==> config.mk <==
export PLATFORM = sky130hd
export DESIGN_NAME = wb_load_select
export DESIGN_NICKNAME = d
export VERILOG_FILES = /design/src/rtl/wb_load_select.sv
export SDC_FILE = /design/constraint.sdc
export NUM_CORES = 1
export LEC_CHECK = 0
export CAP_MARGIN = 5
export CORE_UTILIZATION = 39
export DETAILED_ROUTE_END_ITERATION = 16
export PLACE_DENSITY = 0.92
export REMOVE_ABC_BUFFERS = 1
export SLEW_MARGIN = 15
export SYNTH_ARGS = -nofsm -noshare
export SYNTH_HDL_FRONTEND = slang
export SYNTH_SLANG_ARGS = --single-unit
==> constraint.sdc <==
create_clock -name clk -period 1.9 [get_ports clk]
set_input_delay 0.19 -clock clk [delete_from_list [all_inputs] [get_ports clk]]
set_output_delay 0.19 -clock clk [all_outputs]
set_load 0.1 [all_outputs]
==> src/rtl/wb_load_select.sv <==
// ---------------------------------------------------------------------------
// wb_load_select
//
// Writeback source selector with a load-alignment path. A request either
// writes back one of the non-load sources (result, link_pc, imm) one cycle
// after acceptance, or, for a load, waits in WAIT_LOAD for the memory word,
// extracts the addressed byte/half/word, sign- or zero-extends it, and
// writes it back one cycle after mem_valid. A load that sees no data for
// TIMEOUT cycles is dropped and flagged as an error.
//
// Parameters
//   WIDTH    data path width (multiple of 16)
//   RADDR_W  destination register address width
//   TIMEOUT  maximum number of WAIT_LOAD cycles (>= 2)
//
// Ports
//   clk, rst_n        clock, asynchronous active-low reset
//   in_valid/in_ready request handshake; in_ready is high only in IDLE
//   sel               00 result, 01 load, 10 link_pc, 11 imm
//   result/link_pc/imm  non-load sources
//   dest              destination register
//   ld_size           00 byte, 01 half, 1x word
//   ld_signed         sign-extend (1) / zero-extend (0) the load
//   byte_off          byte offset of the load inside the word
//   mem_valid/ldr_data  memory response (only looked at in WAIT_LOAD)
//   wb_valid/wb_we/wb_addr/wb_data  writeback port (one-cycle pulse)
//   err_clr           clears err_sticky
//   err_pulse         high during the WAIT_LOAD cycle that times out
//   err_sticky        a timeout happened since the last clear/reset
// ---------------------------------------------------------------------------
module wb_load_select #(
    parameter int WIDTH   = 32,
    parameter int RADDR_W = 5,
    parameter int TIMEOUT = 16
) (
    input  logic               clk,
    input  logic               rst_n,
    input  logic               in_valid,
    output logic               in_ready,
    input  logic [1:0]         sel,
    input  logic [WIDTH-1:0]   result,
    input  logic [WIDTH-1:0]   link_pc,
    input  logic [WIDTH-1:0]   imm,
    input  logic [RADDR_W-1:0] dest,
    input  logic [1:0]         ld_size,
    input  logic               ld_signed,
    input  logic [1:0]         byte_off,
    input  logic               mem_valid,
    input  logic [WIDTH-1:0]   ldr_data,
    output logic               wb_valid,
    output logic               wb_we,
    output logic [RADDR_W-1:0] wb_addr,
    output logic [WIDTH-1:0]   wb_data,
    input  logic               err_clr,
    output logic               err_pulse,
    output logic               err_sticky
);

    localparam int CNT_W = $clog2(TIMEOUT);
    localparam logic [CNT_W-1:0] CNT_LAST = CNT_W'(TIMEOUT - 1);

    typedef enum logic {
        IDLE      = 1'b0,
        WAIT_LOAD = 1'b1
    } state_t;

    state_t             state, state_nxt;
    logic [CNT_W-1:0]   cnt, cnt_nxt;

    logic               capture_p0;
    logic               timeout_p0;
    logic               vld_nxt;
    logic [RADDR_W-1:0] addr_nxt;
    logic [WIDTH-1:0]   data_nxt;

    logic [RADDR_W-1:0] ld_dest_p0;
    logic [1:0]         ld_size_p0;
    logic               ld_signed_p0;
    logic [1:0]         ld_off_p0;

    logic               vld_p1;
    logic [RADDR_W-1:0] wb_addr_p1;
    logic [WIDTH-1:0]   wb_data_p1;

    // Pick the addressed byte/half out of the raw word and extend it.
    // The sign bit is prefixed explicitly (0 for unsigned loads), so a single
    // signed assignment performs both sign- and zero-extension.
    function automatic logic [WIDTH-1:0] extend_load(
        input logic [WIDTH-1:0] raw,
        input logic [1:0]       size,
        input logic             sgn,
        input logic [1:0]       off
    );
        logic [WIDTH-1:0]        shifted;
        logic signed [8:0]       byte_s;
        logic signed [16:0]      half_s;
        logic signed [WIDTH-1:0] ext_s;
        shifted = '0;
        byte_s  = '0;
        half_s  = '0;
        ext_s   = signed'(raw);
        case (size)
            2'b00: begin
                shifted = raw >> {off, 3'b000};
                byte_s  = {sgn & shifted[7], shifted[7:0]};
                ext_s   = byte_s;
            end
            2'b01: begin
                // byte_off[0] is deliberately ignored for halves
                shifted = raw >> {off[1], 4'b0000};
                half_s  = {sgn & shifted[15], shifted[15:0]};
                ext_s   = half_s;
            end
            default: begin
                ext_s = signed'(raw);
            end
        endcase
        return ext_s;
    endfunction

    function automatic logic [WIDTH-1:0] select_source(
        input logic [1:0]       s,
        input logic [WIDTH-1:0] res,
        input logic [WIDTH-1:0] lpc,
        input logic [WIDTH-1:0] im
    );
        logic [WIDTH-1:0] v;
        case (s)
            2'b10:   v = lpc;
            2'b11:   v = im;
            default: v = res;
        endcase
        return v;
    endfunction

    // ---- stage p0: request decode / load wait -----------------------------
    always_comb begin
        state_nxt  = state;
        cnt_nxt    = cnt;
        capture_p0 = 1'b0;
        timeout_p0 = 1'b0;
        vld_nxt    = 1'b0;
        addr_nxt   = wb_addr_p1;
        data_nxt   = wb_data_p1;
        case (state)
            IDLE: begin
                if (in_valid) begin
                    if (sel == 2'b01) begin
                        capture_p0 = 1'b1;
                        cnt_nxt    = '0;
                        state_nxt  = WAIT_LOAD;
                    end else begin
                        vld_nxt  = 1'b1;
                        addr_nxt = dest;
                        data_nxt = select_source(sel, result, link_pc, imm);
                    end
                end
            end
            WAIT_LOAD: begin
                // Data arriving on the last allowed cycle still wins.
                if (mem_valid) begin
                    vld_nxt   = 1'b1;
                    addr_nxt  = ld_dest_p0;
                    data_nxt  = extend_load(ldr_data, ld_size_p0, ld_signed_p0, ld_off_p0);
                    cnt_nxt   = '0;
                    state_nxt = IDLE;
                end else if (cnt == CNT_LAST) begin
                    timeout_p0 = 1'b1;
                    cnt_nxt    = '0;
                    state_nxt  = IDLE;
                end else begin
                    cnt_nxt = cnt + 1'b1;
                end
            end
            default: begin
                state_nxt = IDLE;
            end
        endcase
    end

    always_ff @(posedge clk or negedge rst_n) begin
        if (!rst_n) begin
            state      <= IDLE;
            cnt        <= '0;
            err_sticky <= 1'b0;
        end else begin
            state <= state_nxt;
            cnt   <= cnt_nxt;
            // A timeout in the same cycle as a clear leaves the flag set.
            if (timeout_p0) begin
                err_sticky <= 1'b1;
            end else if (err_clr) begin
                err_sticky <= 1'b0;
            end
        end
    end

    // Load attributes are only consumed in WAIT_LOAD, which is always entered
    // through a capture, so these need no reset.
    always_ff @(posedge clk) begin
        if (capture_p0) begin
            ld_dest_p0   <= dest;
            ld_size_p0   <= ld_size;
            ld_signed_p0 <= ld_signed;
            ld_off_p0    <= byte_off;
        end
    end

    // ---- stage p1: writeback register ------------------------------------
    always_ff @(posedge clk or negedge rst_n) begin
        if (!rst_n) begin
            vld_p1     <= 1'b0;
            wb_addr_p1 <= '0;
            wb_data_p1 <= '0;
        end else begin
            vld_p1     <= vld_nxt;
            wb_addr_p1 <= addr_nxt;
            wb_data_p1 <= data_nxt;
        end
    end

    assign in_ready  = (state == IDLE);
    assign err_pulse = timeout_p0;
    assign wb_valid  = vld_p1;
    assign wb_addr   = wb_addr_p1;
    assign wb_data   = wb_data_p1;
    // Register 0 is hard-wired, so it is never written.
    assign wb_we     = vld_p1 & (|wb_addr_p1);

endmodule

; ---- After elaboration in Yosys (flattened, before gate mapping)
; Cells that the tools add are included.
; Widths: inputs -> output; s select.
[word_totals]
ff_bits = 54
output_inout_bits = 42
[classes]
n_addsub = 1
n_eq_ne = 9
shift = 2
muxes = 30
bitwise_logic = 4
n_reduce_logical = 5
[ops]
columns = op, n
row1 = $pmux 32 s2, 3
row2 = $mux 32, 3
row3 = $shr 32x5->16, 1
row4 = $shr 32x5->8, 1
row5 = $mux 4, 4
row6 = $mux 5, 3
row7 = $mux 1, 13
row8 = $pmux 5 s2, 1
row9 = $pmux 4 s2, 1
row10 = $ne 2x2->1 const B, 3
row11 = $reduce_or 5->1, 1
row12 = $add 4x1->4 const B, 1
row13 = $eq 2x1->1 const B, 2
row14 = $eq 2x2->1 const B, 2
row15 = $eq 4x4->1 const B, 1
row16 = $pmux 1 s2, 2
row17 = $and 1x1->1, 3
row18 = $reduce_and 3->1, 1
row19 = $logic_not 2->1, 1
row20 = $ne 2x1->1 const B, 1
row21 = $reduce_and 2->1, 1
row22 = $reduce_bool 2->1, 1
row23 = $not 1->1, 1

; ---- Depth between registers and ports, before layout
[depth]
depth_word = 5
depth_mapped = 7
depth_no_buf = 5

; ---- Worst setup path after synthesis
; No wires, ideal clock.
[synth_path]
path_type = register -> output
from = register state
to = output err_pulse
arrival_ns = 1.924
path_slack_ns = -0.214
path_stages_with_launch = 4
n_path_buf = 1
cell_sequence = dfrtp_1 > buf_2 > nand2b_1 > nor2_1
[synth_between]
elab_chain_len = 1
[synth_lines]
columns = item, line_no
row1 = start: declaration, 67  ; state_t state, state_nxt;
row2 = start signal: assignment, 187  ; state <= state_nxt;
row3 = $mux 1, 145  ; case (state)
row4 = end: declaration, 55  ; output logic err_pulse,
; No other way between the ends.

; ---- Worst setup path in the final report
[layout_path]
from = register wb_addr_p1[0], in the netlist wb_addr[0]
to = output wb_we
[layout_between]
elab_chain_len = 2
[layout_lines]
columns = item, line_no
row1 = start: declaration, 82  ; logic [RADDR_W-1:0] wb_addr_p1;
row2 = start signal: assignment, 217  ; wb_addr_p1 <= addr_nxt;
row3 = $reduce_or 5->1, 228  ; assign wb_we = vld_p1 & (|wb_addr_p1);
row4 = $and 1x1->1, 228
row5 = end: declaration, 51  ; output logic wb_we,
; No other way between the ends.

==> results by group <==
Outcome
  • Outcome: finished, final reports clean

GRT
  • Largest net degree at the start of global routing: 37
  • Met1 GRT Util: between 20% and 30%
  • Vias in the first global route: 3557
  • Congestion Overflow GR: 0
  • GR met3 Demand/Resource: 5.07%
  • Initial antenna violation count: 0
  • Global-route wire length before repair: 17.2 mm
  • Met2 Resource Use GR: a little under half
  • Most Crowded Layer GR: met2
  • Global Route Usage Sum: 25.2%

Clocking
  • Clock sinks: 54
  • Clock-pin transition on the worst setup and hold timing paths: 0.09 ns
  • CTS buffer count: 5
  • H-tree Lvls: 2
  • Longest Clk Path Bufs: 2
  • CTS resizes: 0
  • Clk root buf: clkbuf_8
  • Clock latency on the worst-skew pair: 0.30 ns
  • CTS tree: done

Finish
  • Fill cells: 663
  • Fin util: 65.5%
  • Fin nets: 700
  • Ratio of cells with drive above 1 in the final layout: between 10% and 20%
  • Antenna cells: 0
  • Syn-to-layout area delta: 61.7%

Detailed routing
  • Residual DRC: 0
  • 1st-iter DRT viols: 112
  • Via count: 3479
  • Final ANT Viol Nets: 0
  • Vias per std cell: 5.27
  • WL/cell: around 17 µm
  • Drt pass-1 iters: 4
  • Routed wire length: around 11 mm

Worst setup path
  • Max FO, Critical Path: 3
  • CP endpoint kind: primary output
  • Worst r2r src: ld_off_p0[1]
  • Worst path cell trace: or4_1, o21a_1, buf_12
  • Setup slack, reg-to-reg: about 0.15 ns
  • Crit path max-delay family: simple AND/OR/NAND/NOR gates
  • Worst setup SP type: register
  • Critical Path RT: roughly 1.7 ns
  • R2R depth: 4
  • CP Class: reg2out
  • Crit path from: wb_addr[0]
  • Worst path bufs/invs: 1
  • Critical Path Max Stage Delay: 0.53 ns
  • R2r endpoint: wb_data[13]
  • Crit path DAT: 1.61 ns
  • Slowest cell on crit path: or4_1

Logic synthesis
  • Cell count after synthesis: 366
  • Post-synth top flop: dfrtp_1
  • Count leader, synth: mux2i_1
  • Commonest cells in the synthesized netlist: mux2i_1, nand2_1, a21oi_1
  • Syn Area/Cell: 9.09 µm²
  • Mapped cell area: about 3300 µm²
  • Seq cells post-synth: 54
  • Synth warnings: 0
  • Ranking of synthesized cells by area: dfrtp_1, mux2i_1, edfxtp_1, a21oi_1, nand2_1
  • Count of cell types in the netlist: 34
  • Post-synth top area cell: dfrtp_1
  • Synth async-reset ratio: 81.5%
  • Area share of the largest cell type after synthesis: between 30% and 40%
  • Sequential area share after synthesis: 42.1%
  • EDFF count, synth: 10

Timing
  • Final Cycle Share: 94.6%
  • Setup tns final: 0 ns
  • Final Setup Violations: 0
  • Final clock skew: 0.0123 ns
  • RSZ-0062 raised after global routing: false
  • Worst Max-Slew Pin Slew: ~0.56 ns
  • Min Clock Period, post-route: 1.80 ns
  • Final hold violation count: 0
  • Slew margin rel.: 62.4%
  • Max Fclk: 0.556 GHz
  • Final max-slew violation count: 0
  • Final setup margin: 0.103 ns
  • Worst hold margin: 0.378 ns

Hold path
  • Hold/Removal Path Class: in2reg
  • Hold Path Stages: 3
  • Worst hold path endpoint: state
  • Worst hold start: sel[0]

Floorplanning
  • Die ar.: 8900 µm²
  • Die Y-Extent: 94.4 µm
  • Ports: around 190
  • Initial Util: 40.5%
  • DIE WIDTH: 94.4 µm
  • Core area: 8220 µm²
  • Row cnt: 33

Power
  • Final Power: 4.59 mW
  • PwrDens: 853 nW/µm²
  • Worst VDD drop: between 0.0003 and 0.0004 V
  • LEAKAGE: roughly 2.3 nW

Placement
  • DP Worst Slack: 0.0249 ns
  • Placer Congestion: 0.844
  • IO buf count: 186
  • Detailed placement HPWL: 9.05 mm

Job
  • Max_cap viols: 0
## cells in the final DEF (no fill, tap or decap), drive strengths merged, types with 15 or more instances in the layout
master,Yosys,routed
mux2i,53,53
nor2,40,40
buf,13,65
o221ai,15,15
nand2,49,49
clkdlybuf4s50,0,141
o22ai,18,18
dfrtp,44,44
a21oi,47,47
## power breakdown
group | internal, mW | total (mW) | switching, mW | leakage, nW
combinational | 0.732 | 2.49 | 1.76 | 1.65
sequential | 1.36 | 1.49 | 0.122 | 0.615
clock | 0.255 | 0.611 | 0.357 | 0.0426
## how the worst max path moves through the flow
| stage | to | slack [ns] | cells after the start |
|---|---|---|---|
| 2_1_floorplan | err_pulse | -0.24 | 2 |
| 3_3_place_gp | wb_data[12] | 0.12 | 5 |
| 3_5_place_dp | wb_data[11] | 0.02 | 5 |
| 4_1_cts | wb_we | 0.08 | 3 |
| 5_1_grt | wb_we | 0.05 | 3 |
| 6_report | wb_we | 0.10 | 3 |
## registers in the layout, summed over array words and instances (netlist names)
register      count
wb_data          32
cnt               4
state             1
ld_dest_p0        5
ld_size_p0        2
wb_addr           5
ld_signed_p0      1
wb_valid          1
err_sticky        1
ld_off_p0         2
## worst min-delay path, stage by stage
cell and delay (ns):
buf_2 0.16, nand2b_1 0.17, o21ai_0 0.11
## through the flow
stage                     instances  area (µm²)
after CTS                       660        5380
after global routing            660        5380
after detailed placement        651        5290
after global placement          651        5290
final                           660        5380
after floorplan                 340        3200
## final cells by class
type / count / area [µm²] / share of cell area (%)
timing repair buffer: 207 / 1960 / 36.5
multi-input combinational: 280 / 1780 / 33.1
sequential: 54 / 1400 / 26.1
tap: 105 / 131 / 2.44
clock buffer: 6 / 72.6 / 1.35
inverter: 6 / 22.5 / 0.419
clock inverter: 2 / 8.76 / 0.163
## kinds of logic after synthesis
kind of cell / Yosys count / share of synthesized area [%]
AND/OR/NAND/NOR: 115 / 14.9
flip-flops: 54 / 42.1
AO/OA/AOI/OAI: 109 / 21.2
buffers and inverters: 32 / 4.44
XOR/XNOR: 1 / 0.263
multiplexers: 54 / 16.7
adder cells (fa/ha/maj): 1 / 0.376
## what timing repair did
| item | 4_1_cts | 5_1_grt |
|---|---|---|
| buffers inserted | 0 | 0 |
| endpoints found under the hold margin | 23 | 0 |
| hold buffers | 1 | 0 |
## per-layer routing
metal  wire (µm)  share of wire [%]
met3         740                6.7
met2        5580                 51
met1        4470                 41
met5           0                  0
met4         208                1.9
Power figures use the tool's default switching activity.
